[src/rtl/eat_event_gen.sv]
// Turns per-frame player/gold and player/diamond pixel overlaps into single-cycle
// eat pulses: rising-edge per frame, with a per-type cooldown in frames.
module eat_event_gen #(
  parameter int COOLDOWN_FRAMES = 4,
  parameter int CNT_W           = 3
) (
  input  logic       clk,
  input  logic       resetN,
  input  logic       startOfFrame,
  input  logic       player_dr,
  input  logic       gold_dr,
  input  logic       dimond_dr,
  input  logic       enable,
  output logic       player_eat_gold,
  output logic       player_eat_dimond,
  output logic [7:0] gold_cnt
);

  localparam logic [CNT_W-1:0] CD_LOAD = CNT_W'(COOLDOWN_FRAMES);

  logic [1:0] overlap;
  logic [1:0] fire_vec;
  logic [7:0] gold_cnt_reg;

  // Index 0 is gold, index 1 is diamond; both types share identical logic.
  assign overlap = {player_dr & dimond_dr, player_dr & gold_dr};

  genvar gi;
  generate
    for (gi = 0; gi < 2; gi++) begin : g_type
      logic             hit_reg;
      logic             prev_reg;
      logic             fire_reg;
      logic             fire_next;
      logic [CNT_W-1:0] cd_reg;

      always_comb begin
        fire_next = startOfFrame & hit_reg & ~prev_reg & (cd_reg == '0) & enable;
      end

      always_ff @(posedge clk or negedge resetN) begin
        if (!resetN) begin
          hit_reg  <= 1'b0;
          prev_reg <= 1'b0;
          fire_reg <= 1'b0;
          cd_reg   <= '0;
        end else begin
          fire_reg <= fire_next;
          if (startOfFrame) begin
            // Overlap on the strobe cycle itself belongs to neither frame.
            prev_reg <= hit_reg;
            hit_reg  <= 1'b0;
            if (fire_next) begin
              cd_reg <= CD_LOAD;
            end else if (cd_reg != '0) begin
              cd_reg <= cd_reg - CNT_W'(1);
            end
          end else if (enable) begin
            hit_reg <= hit_reg | overlap[gi];
          end
        end
      end

      assign fire_vec[gi] = fire_reg;
    end
  endgenerate

  always_ff @(posedge clk or negedge resetN) begin
    if (!resetN) begin
      gold_cnt_reg <= 8'd0;
    end else if (fire_vec[0] && (gold_cnt_reg != 8'd255)) begin
      gold_cnt_reg <= gold_cnt_reg + 8'd1;
    end
  end

  assign player_eat_gold   = fire_vec[0];
  assign player_eat_dimond = fire_vec[1];
  assign gold_cnt          = gold_cnt_reg;

endmodule

[config.mk]
export PLATFORM = sky130hd
export DESIGN_NAME = eat_event_gen
export DESIGN_NICKNAME = d
export VERILOG_FILES = /design/src/rtl/eat_event_gen.sv
export SDC_FILE = /design/constraint.sdc
export NUM_CORES = 1
export LEC_CHECK = 0
export CAP_MARGIN = 5
export CORE_UTILIZATION = 45
export DETAILED_ROUTE_END_ITERATION = 6
export PLACE_DENSITY = 0.72
export SYNTH_ARGS = -nofsm -noshare
export SYNTH_HDL_FRONTEND = slang
export SYNTH_SLANG_ARGS = --single-unit
[constraint.sdc]
create_clock -name clk -period 1.2 [get_ports clk]
set_input_delay 0.18 -clock clk [delete_from_list [all_inputs] [get_ports clk]]
set_output_delay 0.18 -clock clk [all_outputs]
set_load 0.02 [all_outputs]
==> results of run 1 <==
## where the power goes
group	switching, mW	internal, mW
Sequential	0.123	0.807
Clock	0.212	0.185
Combinational	0.496	0.603
## cell type report
cell class	instances	area [um^2]
Tap cell	27	33.78
Timing Repair Buffer	39	296.5
Fill cell	142	516.7
Sequential cell	20	508.0
Inverter	5	18.77
Multi-Input combinational cell	61	591.8
Clock buffer	4	36.28
## cell usage in the layout (no fill, tap or decap), types with 2 or more instances in the layout
master | synthesis | layout
a21boi_2 | 0 | 2
a21oi_1 | 4 | 4
a31oi_1 | 5 | 5
buf_2 | 1 | 7
buf_4 | 0 | 22
clkbuf_4 | 0 | 3
clkdlybuf4s15_1 | 0 | 2
clkdlybuf4s50_1 | 0 | 6
dfrtp_1 | 20 | 14
dfrtp_2 | 0 | 6
ha_4 | 0 | 4
inv_1 | 5 | 2
inv_2 | 0 | 3
mux2_2 | 2 | 2
nand2_1 | 4 | 4
nand2b_1 | 2 | 2
nand3b_1 | 4 | 4
nor2_1 | 2 | 2
nor2b_4 | 0 | 2
nor3_2 | 0 | 2
o21a_1 | 2 | 2
o21ai_1 | 0 | 2
o22ai_1 | 2 | 2
xnor2_1 | 3 | 2
## metrics by stage
stage	area (um^2)	worst slack, ns	power [mW]
5_1_grt	1485	-0.1212	2.591
6_report	1485	-0.08525	2.426
2_1_floorplan	998.5	-0.1306	1.342
3_3_place_gp	1345	-0.2159	1.666
4_1_cts	1433	-0.07246	2.200
3_5_place_dp	1345	-0.2593	1.729
## critical path: stages, from the launching register on
cell and delay [ns]:
dfrtp_2 0.46, ha_4 0.19, nand3_4 0.10, o21ai_4 0.06, buf_4 0.13, buf_4 0.13, xnor2_2 0.12
## layer usage
| layer | wire length (um) | GRT usage, % | vias up |
|---|---|---|---|
| met4 | 60 | 9.804 | 0 |
| met3 | 102 | 4.088 | 7 |
| met5 | 0 | 0 | - |
| met2 | 1171 | 36.15 | 24 |
| li1 | - | - | 403 |
| met1 | 871 | 24.64 | 414 |
## final timing paths
path	from	endpoint	slack [ns]	cells past startpoint
min in group clk	g_type[1].prev_reg	player_eat_dimond	0.46	1
max in group asynchronous	resetN	gold_cnt[4]	0.77	2
worst min register to register	g_type[1].prev_reg	player_eat_dimond	0.46	1
worst max-delay path	gold_cnt[1]	gold_cnt[0]	-0.09	6
worst max register to register	gold_cnt[1]	gold_cnt[0]	-0.09	6
worst min-delay path	resetN	gold_cnt[6]	0.20	2
## what timing repair did
action                                  CTS  global route
pin swaps                                 4             4
gates resized for setup                  41            26
buffers inserted                          2             0
endpoints found under the setup margin   19            21
## cells by family (layout without fill, tap and decap cells)
family | after synthesis | after routing | synth area share [%]
fa+ha+maj | 5 | 5 | 6.427
xor+xnor | 3 | 3 | 2.700
simple gates | 27 | 27 | 18.00
buf+inv | 6 | 48 | 2.442
mux | 3 | 3 | 3.470
flops | 20 | 20 | 51.41
compound gates | 23 | 23 | 15.55
==> metrics.yaml, run 1 <==
run_status:
  status: "finished, violations left"
  violations: "setup timing"
place:
  dpl.hpwl_um: 1497
  finalWeightedCongestion: 0.8362
  io_buffers: 16
  dpl.cell_count: 150
job:
  cap_violations: 0
drt:
  ant_nets: 0
  drc: 0
  dr.pass1.iters: 4
  drt_iter0_drc: 15
  wl_per_cell_um: 14.13
  routed_wl_um: 2205
  vias: 848
  via_per_inst: 5.436
sta:
  setup_ws_ns: -0.08525
  clock.fmax_mhz: 778.1
  skew_ns: 0.002710
  slew_headroom_pct: 80.92
  worst_pin_slew_ns: 0.2854
  hold-worst-slack_ns: 0.2022
  finalHoldViolations: 0
  fin_crit_sh_pct: 107.1
  final.setup.tns_ns: -0.2602
  finalMaxSlewViolations: 0
  rsz0062_at_grt: "yes"
  setup_violations: 5
  period_needed_ns: 1.285
clock_tree:
  hold_buffers: 0
  clock_latency_ns: 0.31
  cts_tree: "done"
  h-tree-depth: 1
  cts_root_buf: "clkbuf_4"
  cts_buffer_depth: 2
  cts.sinks: 20
  cts_buffers: 3
  cts.clk_slew.worst_paths_ns: 0.11
yosys:
  synth.distinct_cells: 31
  syn_area_um2: 973.4
  yosysTopAreaCellShare_pct: 51.41
  synth_cells: 87
  synth_area_leaders: "dfrtp_1 51%, ha_1 6.4%, a31oi_1 3.2%"
  synthArstFlopShare_pct: 100.0
  synth_ff_type: "dfrtp_1"
  syn-num-nets: 99
  synth_edf_count: 0
  yosysWarnings: 0
  seq_area_frac_synth_pct: 51.41
  ys_seq_elements: 20
  yosysMostFrequentCell: "dfrtp_1"
  synth_area_leader_cell: "dfrtp_1"
  synthTopCellsByCount: "20 x dfrtp_1, 5 x a31oi_1, 5 x ha_1, 5 x inv_1"
  synth.avg_cell_area_um2: 11.19
setup_path:
  cp.arrival_ns: 1.49
  required_ns: 1.40
  crit_path_end_kind: "flop"
  critPathLaunchType: "flop"
  cp_max_fo: 5
  critPathKind: "reg2reg"
hold_path:
  min_path_type: "in2async"
floorplanning:
  row_count: 16
  die_x_um: 48.51
  die-area_mm2: 0.002353
  die_h_um: 48.51
  io_pins: 17
  core_area_mm2: 0.002002
  start_util_pct: 48.63
cells_and_area:
  largest_register_ffs: 8
  antenna_cells: 0
  stdcell_count: 156
  final_util_pct: 74.19
  areaGrowthSynthToFinish_pct: 52.57
  nets: 142
  drive_gt1_share_pct: 51.94
global_routing:
  gr-usage-all-layers_pct: 20.79
  grt_overflow: 0
  grt_pass1_wl_um: 3698
  grt_antenna_before_repair: 0
  grt_max_degree: 21
  grt_pass1_vias: 872
power_and_ir_drop:
  leakage_nw: 0.6748
  peakVddDrop_v: 0.001422
  power_density_mw_per_mm2: 1633
No activity file was read; power rests on OpenSTA's default activity.
==> run 2: changes to the inputs <==
Settings changed: CTS_CLUSTER_DIAMETER from default to 200.
==> results of run 2 <==
Final layout, timing and power as in run 1 (identical DEF).
==> run 3: changes to the inputs <==
Settings changed: CAP_MARGIN 5 to 20, CORE_ASPECT_RATIO from default to 0.9.
==> metrics.yaml, run 3 (synthesized netlist as in run 1, its figures left out) <==
place:
  dp_slack_ns: -0.2136
  dpl.hpwl_um: 1532
  finalWeightedCongestion: 0.7489
  io_buffers: 16
sta:
  setup_violations: 4
  rsz0062_at_grt: "yes"
  period_needed_ns: 1.284
  setup_ws_ns: -0.08424
  fin_crit_sh_pct: 107.0
  finalHoldViolations: 0
  clock.fmax_mhz: 778.7
  finalMaxSlewViolations: 0
  skew_ns: 0.003267
  worst_pin_slew_ns: 0.2683
  hold-worst-slack_ns: 0.2070
  slew_headroom_pct: 82.06
setup_path:
  crit_path_end_kind: "flop"
  critPathLaunchType: "flop"
  required_ns: 1.40
  cp_max_fo: 5
  cp.arrival_ns: 1.48
  critPathKind: "reg2reg"
floorplanning:
  die_x_um: 51.03
  die_h_um: 46.13
  row_count: 15
  die-area_mm2: 0.002354
  core_area_mm2: 0.001971
  io_pins: 17
  start_util_pct: 49.40
power_and_ir_drop:
  power_density_mw_per_mm2: 1568
  peakVddDrop_v: 0.001347
  leakage_nw: 0.6943
clock_tree:
  cts.sinks: 20
  cts.clk_slew.worst_paths_ns: 0.11
  h-tree-depth: 1
  cts_buffers: 3
  cts_buffer_depth: 2
  cts_tree: "done"
  hold_buffers: 0
  cts_root_buf: "clkbuf_4"
  clock_latency_ns: 0.30
cells_and_area:
  drive_gt1_share_pct: 53.44
  antenna_cells: 0
  final_cell_mix: "22 x buf_4, 13 x dfrtp_1, 8 x buf_2"
  nets: 144
  final_common_cell: "buf_4"
  final_util_pct: 76.44
  areaGrowthSynthToFinish_pct: 54.76
  num-fill-cells: 127
  largest_register_ffs: 8
global_routing:
  grt_max_degree: 21
  gr-usage-all-layers_pct: 21.09
  grt_pass1_vias: 783
  grt_antenna_before_repair: 0
  grt_overflow: 0
  grt_pass1_wl_um: 3525
run_status:
  status: "finished, violations left"
  violations: "setup timing"
drt:
  wl_per_cell_um: 14.13
  drt_iter0_drc: 15
  drc: 0
  ant_nets: 0
  routed_wl_um: 2204
  vias: 829
  via_per_inst: 5.314
  dr.pass1.iters: 4
job:
  cap_violations: 0
hold_path:
  min_path_type: "in2async"
[run 3: changes by cell type in the layout (fill, tap and decap cells not counted), sizes merged]
cell	change
clkdlybuf4s15	-1
clkbuf	-1
buf	+4
[run 3: per-layer routing]
| layer | part of all wire, % | global-route usage [%] | vias to the layer above | wire, um |
|---|---|---|---|---|
| met1 | 45 | 25.68 | 410 | 1000 |
| met5 | 0 | 0 | - | 0 |
| met4 | 0.64 | 6.667 | 0 | 14 |
| li1 | - | - | 408 | - |
| met3 | 2.8 | 5.941 | 2 | 61 |
| met2 | 51 | 36.58 | 9 | 1128 |
[run 3: area by class of cell]
class | count | area, um^2 | share of cell area (%)
clock buffer | 4 | 36.28 | 2.409
tap | 25 | 31.28 | 2.076
multi-input combinational | 61 | 590.6 | 39.20
timing repair buffer | 41 | 320.3 | 21.26
inverter | 5 | 18.77 | 1.246
sequential | 20 | 509.2 | 33.80
[run 3: where the power goes]
group | total (mW) | leakage (nW) | internal, mW | switching [mW]
Combinational | 1.04 | 0.420 | 0.586 | 0.452
Clock | 0.395 | 0.0210 | 0.185 | 0.210
Sequential | 0.928 | 0.253 | 0.807 | 0.122
[run 3: what timing repair did]
action                                  in CTS  in global routing
endpoints found under the setup margin      21                 22
pin swaps                                    4                  3
setup buffers                                3                  1
gates resized for setup                     44                 28
[run 3: critical path, cell delays in order (launching register included)]
cell and delay, ns:
dfrtp_2 0.46, ha_4 0.19, nand3_4 0.10, o21ai_4 0.06
buf_4 0.14, buf_6 0.11, xnor2_2 0.12
[run 3: stage by stage]
step	instances	area, um^2	TNS [ns]	total power [mW]
floorplan	87	998.5	-0.1871	1.342
global placement	149	1350	-1.773	1.683
detailed placement	149	1350	-1.928	1.740
CTS	155	1438	-0.2211	2.217
global route	156	1506	-0.4903	2.526
finish	156	1506	-0.1980	2.362
[run 3: final timing paths]
check,startpoint,end,slack (ns),depth (start not counted)
max,gold_cnt[0],gold_cnt[0],-0.08,6
min,resetN,g_type[1].cd_reg[1],0.21,2
max reg2reg,gold_cnt[0],gold_cnt[0],-0.08,6
min reg2reg,g_type[1].prev_reg,player_eat_dimond,0.46,1
max in group asynchronous,resetN,gold_cnt[1],0.76,2
min in group clk,g_type[1].prev_reg,player_eat_dimond,0.46,1
